$ cat src/rtl/loader_write_bridge.sv
// -----------------------------------------------------------------------------
// loader_write_bridge
//
// Purpose:
//   Buffers bytes emitted by the flash cartridge loader and replays them into
//   SDRAM, one byte per nes_ce window. The SDRAM controller shares the 2-bit
//   nes_ce phase counter; a write window opens on the clock edge where
//   nes_ce == SLOT and lasts four clocks. The request (mem_we, mem_addr,
//   mem_din) changes only on those window boundaries, so the controller sees
//   a stable request for the whole window.
//
// Parameters:
//   DEPTH  FIFO entries (power of two, 2..16)
//   AW     byte-address width
//   SLOT   nes_ce value that marks a window boundary
//
// Ports:
//   clock            system clock (NES domain)
//   reset_n          asynchronous active-low reset
//   load_wren        single-cycle byte strobe from the loader
//   load_address     byte address, qualified by load_wren
//   load_write_data  byte data, qualified by load_wren
//   loader_ready     loader has emitted every byte of the cartridge
//   nes_ce           free-running phase counter shared with SDRAM controller
//   mem_we           SDRAM write request
//   mem_addr         SDRAM byte address
//   mem_din          SDRAM write byte
//   load_done        cartridge fully committed to SDRAM (sticky)
//   overflow         sticky flag: a byte arrived while the FIFO was full
//   level            current FIFO occupancy
// -----------------------------------------------------------------------------
module loader_write_bridge #(
    parameter int          DEPTH = 4,
    parameter int          AW    = 22,
    parameter logic [1:0]  SLOT  = 2'd3
) (
    input  logic                     clock,
    input  logic                     reset_n,
    input  logic                     load_wren,
    input  logic [AW-1:0]            load_address,
    input  logic [7:0]               load_write_data,
    input  logic                     loader_ready,
    input  logic [1:0]               nes_ce,
    output logic                     mem_we,
    output logic [AW-1:0]            mem_addr,
    output logic [7:0]               mem_din,
    output logic                     load_done,
    output logic                     overflow,
    output logic [$clog2(DEPTH):0]   level
);

    localparam int PW = $clog2(DEPTH);
    localparam int LW = PW + 1;

    localparam logic [LW-1:0] FULL_LEVEL = LW'(DEPTH);
    localparam logic [LW-1:0] ONE_LEVEL  = LW'(1);
    localparam logic [PW-1:0] ONE_PTR    = PW'(1);

    localparam logic [0:0] STATE_IDLE  = 1'b0;
    localparam logic [0:0] STATE_WRITE = 1'b1;

    // FIFO storage (no reset needed: emptiness is tracked by the pointers)
    logic [AW-1:0] addr_mem_q [DEPTH];
    logic [7:0]    data_mem_q [DEPTH];

    logic [PW-1:0] wr_ptr_q,    wr_ptr_d;
    logic [PW-1:0] rd_ptr_q,    rd_ptr_d;
    logic [LW-1:0] count_q,     count_d;
    logic [0:0]    state_q,     state_d;
    logic          mem_we_q,    mem_we_d;
    logic [AW-1:0] mem_addr_q,  mem_addr_d;
    logic [7:0]    mem_din_q,   mem_din_d;
    logic          load_done_q, load_done_d;
    logic          overflow_q,  overflow_d;

    logic boundary;
    logic fifo_empty;
    logic fifo_full;
    logic pop;
    logic push;
    logic drop;

    // Window boundary detection and FIFO handshake. The pop decision looks
    // only at the occupancy before the edge, so a byte pushed on a boundary
    // edge waits for the following window. A pop on the same edge frees a
    // slot, which lets a push into a full FIFO succeed.
    always_comb begin
        boundary   = (nes_ce == SLOT);
        fifo_empty = (count_q == '0);
        fifo_full  = (count_q == FULL_LEVEL);
        pop        = boundary && !fifo_empty;
        push       = load_wren && (!fifo_full || pop);
        drop       = load_wren && fifo_full && !pop;
    end

    // FIFO pointer and occupancy bookkeeping; pointers wrap naturally
    // because DEPTH is a power of two.
    always_comb begin
        wr_ptr_d = wr_ptr_q;
        rd_ptr_d = rd_ptr_q;
        count_d  = count_q;

        if (push) begin
            wr_ptr_d = wr_ptr_q + ONE_PTR;
        end
        if (pop) begin
            rd_ptr_d = rd_ptr_q + ONE_PTR;
        end

        case ({push, pop})
            2'b10:   count_d = count_q + ONE_LEVEL;
            2'b01:   count_d = count_q - ONE_LEVEL;
            default: count_d = count_q;
        endcase
    end

    // Write-window FSM. Every decision happens on a boundary edge, so the
    // registered request is held for all four clocks of a window. Leaving
    // WRITE clears only mem_we; address and data keep their last values.
    always_comb begin
        state_d    = state_q;
        mem_we_d   = mem_we_q;
        mem_addr_d = mem_addr_q;
        mem_din_d  = mem_din_q;

        if (boundary) begin
            if (pop) begin
                state_d    = STATE_WRITE;
                mem_we_d   = 1'b1;
                mem_addr_d = addr_mem_q[rd_ptr_q];
                mem_din_d  = data_mem_q[rd_ptr_q];
            end else if (state_q == STATE_WRITE) begin
                state_d  = STATE_IDLE;
                mem_we_d = 1'b0;
            end
        end
    end

    // Sticky status flags. load_done is registered from the pre-edge
    // conditions, so it rises one clock after the last window has closed.
    always_comb begin
        load_done_d = load_done_q
                      | (loader_ready && fifo_empty && (state_q == STATE_IDLE));
        overflow_d  = overflow_q | drop;
    end

    // Control and output registers with asynchronous reset. Asserting
    // reset_n mid-window drops the request immediately and discards the
    // queued bytes by collapsing the pointers.
    always_ff @(posedge clock or negedge reset_n) begin
        if (!reset_n) begin
            wr_ptr_q    <= '0;
            rd_ptr_q    <= '0;
            count_q     <= '0;
            state_q     <= STATE_IDLE;
            mem_we_q    <= 1'b0;
            mem_addr_q  <= '0;
            mem_din_q   <= '0;
            load_done_q <= 1'b0;
            overflow_q  <= 1'b0;
        end else begin
            wr_ptr_q    <= wr_ptr_d;
            rd_ptr_q    <= rd_ptr_d;
            count_q     <= count_d;
            state_q     <= state_d;
            mem_we_q    <= mem_we_d;
            mem_addr_q  <= mem_addr_d;
            mem_din_q   <= mem_din_d;
            load_done_q <= load_done_d;
            overflow_q  <= overflow_d;
        end
    end

    // FIFO storage write port
    always_ff @(posedge clock) begin
        if (push) begin
            addr_mem_q[wr_ptr_q] <= load_address;
            data_mem_q[wr_ptr_q] <= load_write_data;
        end
    end

    assign mem_we    = mem_we_q;
    assign mem_addr  = mem_addr_q;
    assign mem_din   = mem_din_q;
    assign load_done = load_done_q;
    assign overflow  = overflow_q;
    assign level     = count_q;

endmodule

$ cat config.mk
export PLATFORM = sky130hd
export DESIGN_NAME = loader_write_bridge
export DESIGN_NICKNAME = d
export VERILOG_FILES = /design/src/rtl/loader_write_bridge.sv
export SDC_FILE = /design/constraint.sdc
export NUM_CORES = 1
export LEC_CHECK = 0
export ABC_CLOCK_PERIOD_IN_PS = 2000
export CAP_MARGIN = 5
export CORE_MARGIN = 1
export CORE_UTILIZATION = 50
export CTS_CLUSTER_DIAMETER = 120
export CTS_CLUSTER_SIZE = 12
export DETAILED_ROUTE_END_ITERATION = 12
export GPL_TIMING_DRIVEN = 0
export PLACE_DENSITY_LB_ADDON = 0.08
export SLEW_MARGIN = 0
export SYNTH_ARGS = -nofsm -noshare
export SYNTH_HDL_FRONTEND = slang
export SYNTH_SLANG_ARGS = --single-unit
$ cat constraint.sdc
create_clock -name clock -period 2 [get_ports clock]
set_input_delay 0.2 -clock clock [delete_from_list [all_inputs] [get_ports clock]]
set_output_delay 0.2 -clock clock [all_outputs]
set_load 0.01 [all_outputs]
==> flow_metrics.py <==
metrics = {
    "outcome": {
        "status": "completed",
    },
    "pwr": {
        "pwr-share-clk_pct": 25.5,
        "intPower_uw": 8360,
        "switching_power_uw": 3140,
        "power_uw": 11500,
        "vdd_ir_drop_max_v": 0.000677,
        "p_leak_uw": 0.00272,
        "p_per_area_nw_per_um2": 1500,
        "seqPwrFrac_pct": 42.8,
        "pwr-share-comb_pct": 31.7,
        "sw_frac_of_total_pct": 27.3,
    },
    "timing": {
        "period_minus_slack_ns": 1.92,
        "setup_viol": 0,
        "skew_ns": 0.00613,
        "maxSlewViolCount": 0,
        "final.period_utilization_pct": 96.0,
        "worst_slack_ns": 0.0796,
        "rsz0062_at_grt": "false",
        "finalHoldViolCount": 0,
        "tightestPinTransition_ns": 0.730,
        "fmaxAchievable_ghz": 0.521,
        "slew_headroom_pct": 51.3,
    },
    "routing": {
        "wire_per_inst_microns": 19.9,
        "drt_pass1_iterations": 5,
        "drt-vias-per-instance": 5.52,
        "drt_drc_violations_left": 0,
        "drt_iter0_markers": 191,
        "vias": 3003,
        "totalWireLength_microns": 10800,
        "antenna_left": 0,
    },
    "clock_tree": {
        "cts_max_level": 4,
        "cts_tree": "done",
        "cts.sinks": 161,
        "clock-root-buffer": "clkbuf_16",
        "cts_buffer_depth": 2,
        "path_clk_slew_ns": 0.06,
        "cts_buffers": 17,
        "clock_latency_ns": 0.42,
    },
    "global_routing": {
        "grt_pass1_vias": 3209,
        "grt_pass1_wl_microns": 17000,
        "gr-total-overflow": 0,
        "antenna_found_initial": 0,
        "grt_max_degree": 31,
        "grtUsageTotal_pct": 18.8,
    },
    "floorplanning": {
        "die_area_sq_um": 12700,
        "ios": 72,
        "die_w_microns": 113,
        "placementRows": 40,
        "coreArea_sq_um": 12000,
        "start_util_pct": 51.3,
        "die_h_microns": 113,
    },
    "layout": {
        "diodes": 0,
        "area_growth_pct": 25.1,
        "drive_gt1_share_pct": 29.2,
        "fin_nets": 425,
        "instances_no_fill": 544,
        "postLayoutCoreUtil_pct": 64.2,
    },
    "critical_path": {
        "reg2reg_from": "level[0]$_DFFE_PN0P_",
        "required_ns": 2.30,
        "reg2reg_to": "level[1]$_DFFE_PN0P_",
        "rr_worst_depth": 6,
        "worst_path_max_delay_cell": "fa_1",
        "critPathCapture": "level[1]$_DFFE_PN0P_",
        "critPathMaxFanout": 4,
        "worst-endpoint-arrival_ns": 2.22,
        "crit_family": "compound AO/OA/AOI/OAI gates",
        "worstSetupEndpointType": "register",
        "crit_buf_inv": 0,
        "cp_num_cells": 6,
        "critPathLaunchType": "register",
        "path_cells": "or2_4 -> o21ai_4 -> fa_1 -> a41oi_2 -> o21ai_1 -> a222oi_1",
        "worst_setup_path_startpoint": "level[0]$_DFFE_PN0P_",
        "ff2ff_setup_slack_ns": 0.08,
        "crit_type": "register to register",
        "critical_path.max_stage_delay_ns": 0.46,
    },
    "logic_synthesis": {
        "synth_top_area_share_pct": 58.7,
        "synth_top_flop_cell": "edfxtp_1",
        "synth.distinct_cells": 35,
        "syn_area_per_cell_sq_um": 21.4,
        "yosysTopAreaCell": "edfxtp_1",
        "yosys_warnings": 0,
        "synth_area_leaders": "edfxtp_1 59%, dfrtp_1 17%, mux4_2 11%",
        "synthMostInstantiatedCell": "edfxtp_1",
        "synth_seq_cells": 161,
        "syn_nets": 327,
        "syn_area_sq_um": 6130,
        "ys_top_cells_by_count": "120 x edfxtp_1, 41 x dfrtp_1, 30 x mux2_2, 30 x mux4_2, 7 x buf_6",
        "synthCells": 286,
        "async_flop_share_pct": 25.5,
        "synth_edf_count": 120,
        "synth_seq_area_share_pct": 75.5,
    },
    "placement": {
        "pre_cts_ws_ns": -0.669,
        "hpwl_microns": 6200,
        "post-place-cells": 504,
        "port_buffers": 70,
        "place_congestion": 0.764,
    },
    "flow_run": {
        "drv_cap": 0,
    },
    "worst_hold_path": {
        "hold_path_class": "primary input to register",
        "holdCritStartpoint": "load_wren",
    },
}
==> power by group through the flow <==
| stage | sequential, uW | clock, uW | combinational [uW] |
|---|---|---|---|
| final | 4920 | 2930 | 3650 |
| after global routing | 5010 | 3090 | 3920 |
| after CTS | 4930 | 2970 | 3670 |
| after detailed placement | 5010 | 0 | 3480 |
| after global placement | 4960 | 0 | 3440 |
| after floorplan | 5080 | 0 | 1970 |
==> layout by cell type, fill, tap and decap left out, types with 2 or more instances in the layout <==
cell | synthesis | final
clkbuf_16 | 0 | 17
dfrtp_1 | 41 | 41
xnor2_1 | 5 | 5
nor2_1 | 2 | 2
buf_2 | 4 | 3
buf_4 | 0 | 7
nand3_1 | 2 | 2
and2_4 | 0 | 4
buf_6 | 7 | 7
clkinv_2 | 0 | 5
o21ai_4 | 1 | 2
inv_1 | 5 | 5
ha_1 | 4 | 4
mux2_2 | 30 | 30
clkbuf_1 | 3 | 10
nand2_1 | 5 | 5
clkdlybuf4s50_1 | 0 | 69
o221ai_1 | 2 | 2
edfxtp_1 | 120 | 120
mux4_2 | 30 | 30
==> registers in the layout, indices dropped and copies added (netlist names) <==
register	count
addr_mem_q	88
data_mem_q	32
level	3
load_done	1
mem_addr	22
mem_din	8
mem_we	1
overflow	1
rd_ptr_q	2
state_q	1
wr_ptr_q	2
==> worst min-delay path by stage <==
| stage | to | slack [ns] | depth (start not counted) |
|---|---|---|---|
| after CTS | overflow$_DFF_PN0_ | 0.17 | 2 |
| after detailed placement | level[0]$_DFFE_PN0P_ | 0.18 | 1 |
| after global routing | overflow$_DFF_PN0_ | 0.22 | 2 |
| after floorplan | level[0]$_DFFE_PN0P_ | -0.1 | 0 |
| after global placement | load_done$_DFF_PN0_ | 0.45 | 1 |
| final | overflow$_DFF_PN0_ | 0.19 | 2 |
==> per-stage QoR <==
step	cell area [sq um]	TNS [ns]	hold slack, ns
global route	7680	0	0.218
finish	7680	0	0.191
global placement	7020	-107.21	0.451
CTS	7660	-0.00529	0.172
detailed placement	7040	-79.14	0.181
floorplan	6140	0	-0.0956
==> cells by family (layout without fill, tap and decap cells) <==
logic type,Yosys count,after routing,synth area share [%]
DFF,161,161,75.5
muxes,61,61,16.8
and+or+nand+nor,20,21,1.80
xor gates and xnor gates,5,5,0.714
buffers and inverters,19,129,2.10
adders and majority gates,5,5,1.14
AOI/OAI and AO/OA,15,15,2.02
==> timing repair <==
action | CTS | global route
gates resized for setup | 11 | 4
setup endpoints to repair | 121 | 2
pin swaps | 6 | 3
hold endpoints to repair | 16 | 0
buffers inserted | 5 | 2
gates cloned | 1 | 0
hold buffers | 1 | 0
==> layer usage <==
layer / vias to the layer above / global-route usage (%) / wire length, microns
met4: 0 / 7.73 / 199
met1: 1575 / 24.1 / 4900
met3: 19 / 4.61 / 329
met2: 66 / 31.1 / 5380
met5: - / 0 / 0
li1: 1343 / - / -
==> final cells by class <==
type	count	area, sq um
fillers	837	4280
well taps	147	184
clock buffers	25	465
plain buffers	13	108
inverters	5	18.8
flip-flops and latches	161	4630
repair buffers	79	778
multi-input cells	107	1430
clock inverters	7	63.8
(Power assumes the default switching activity.)
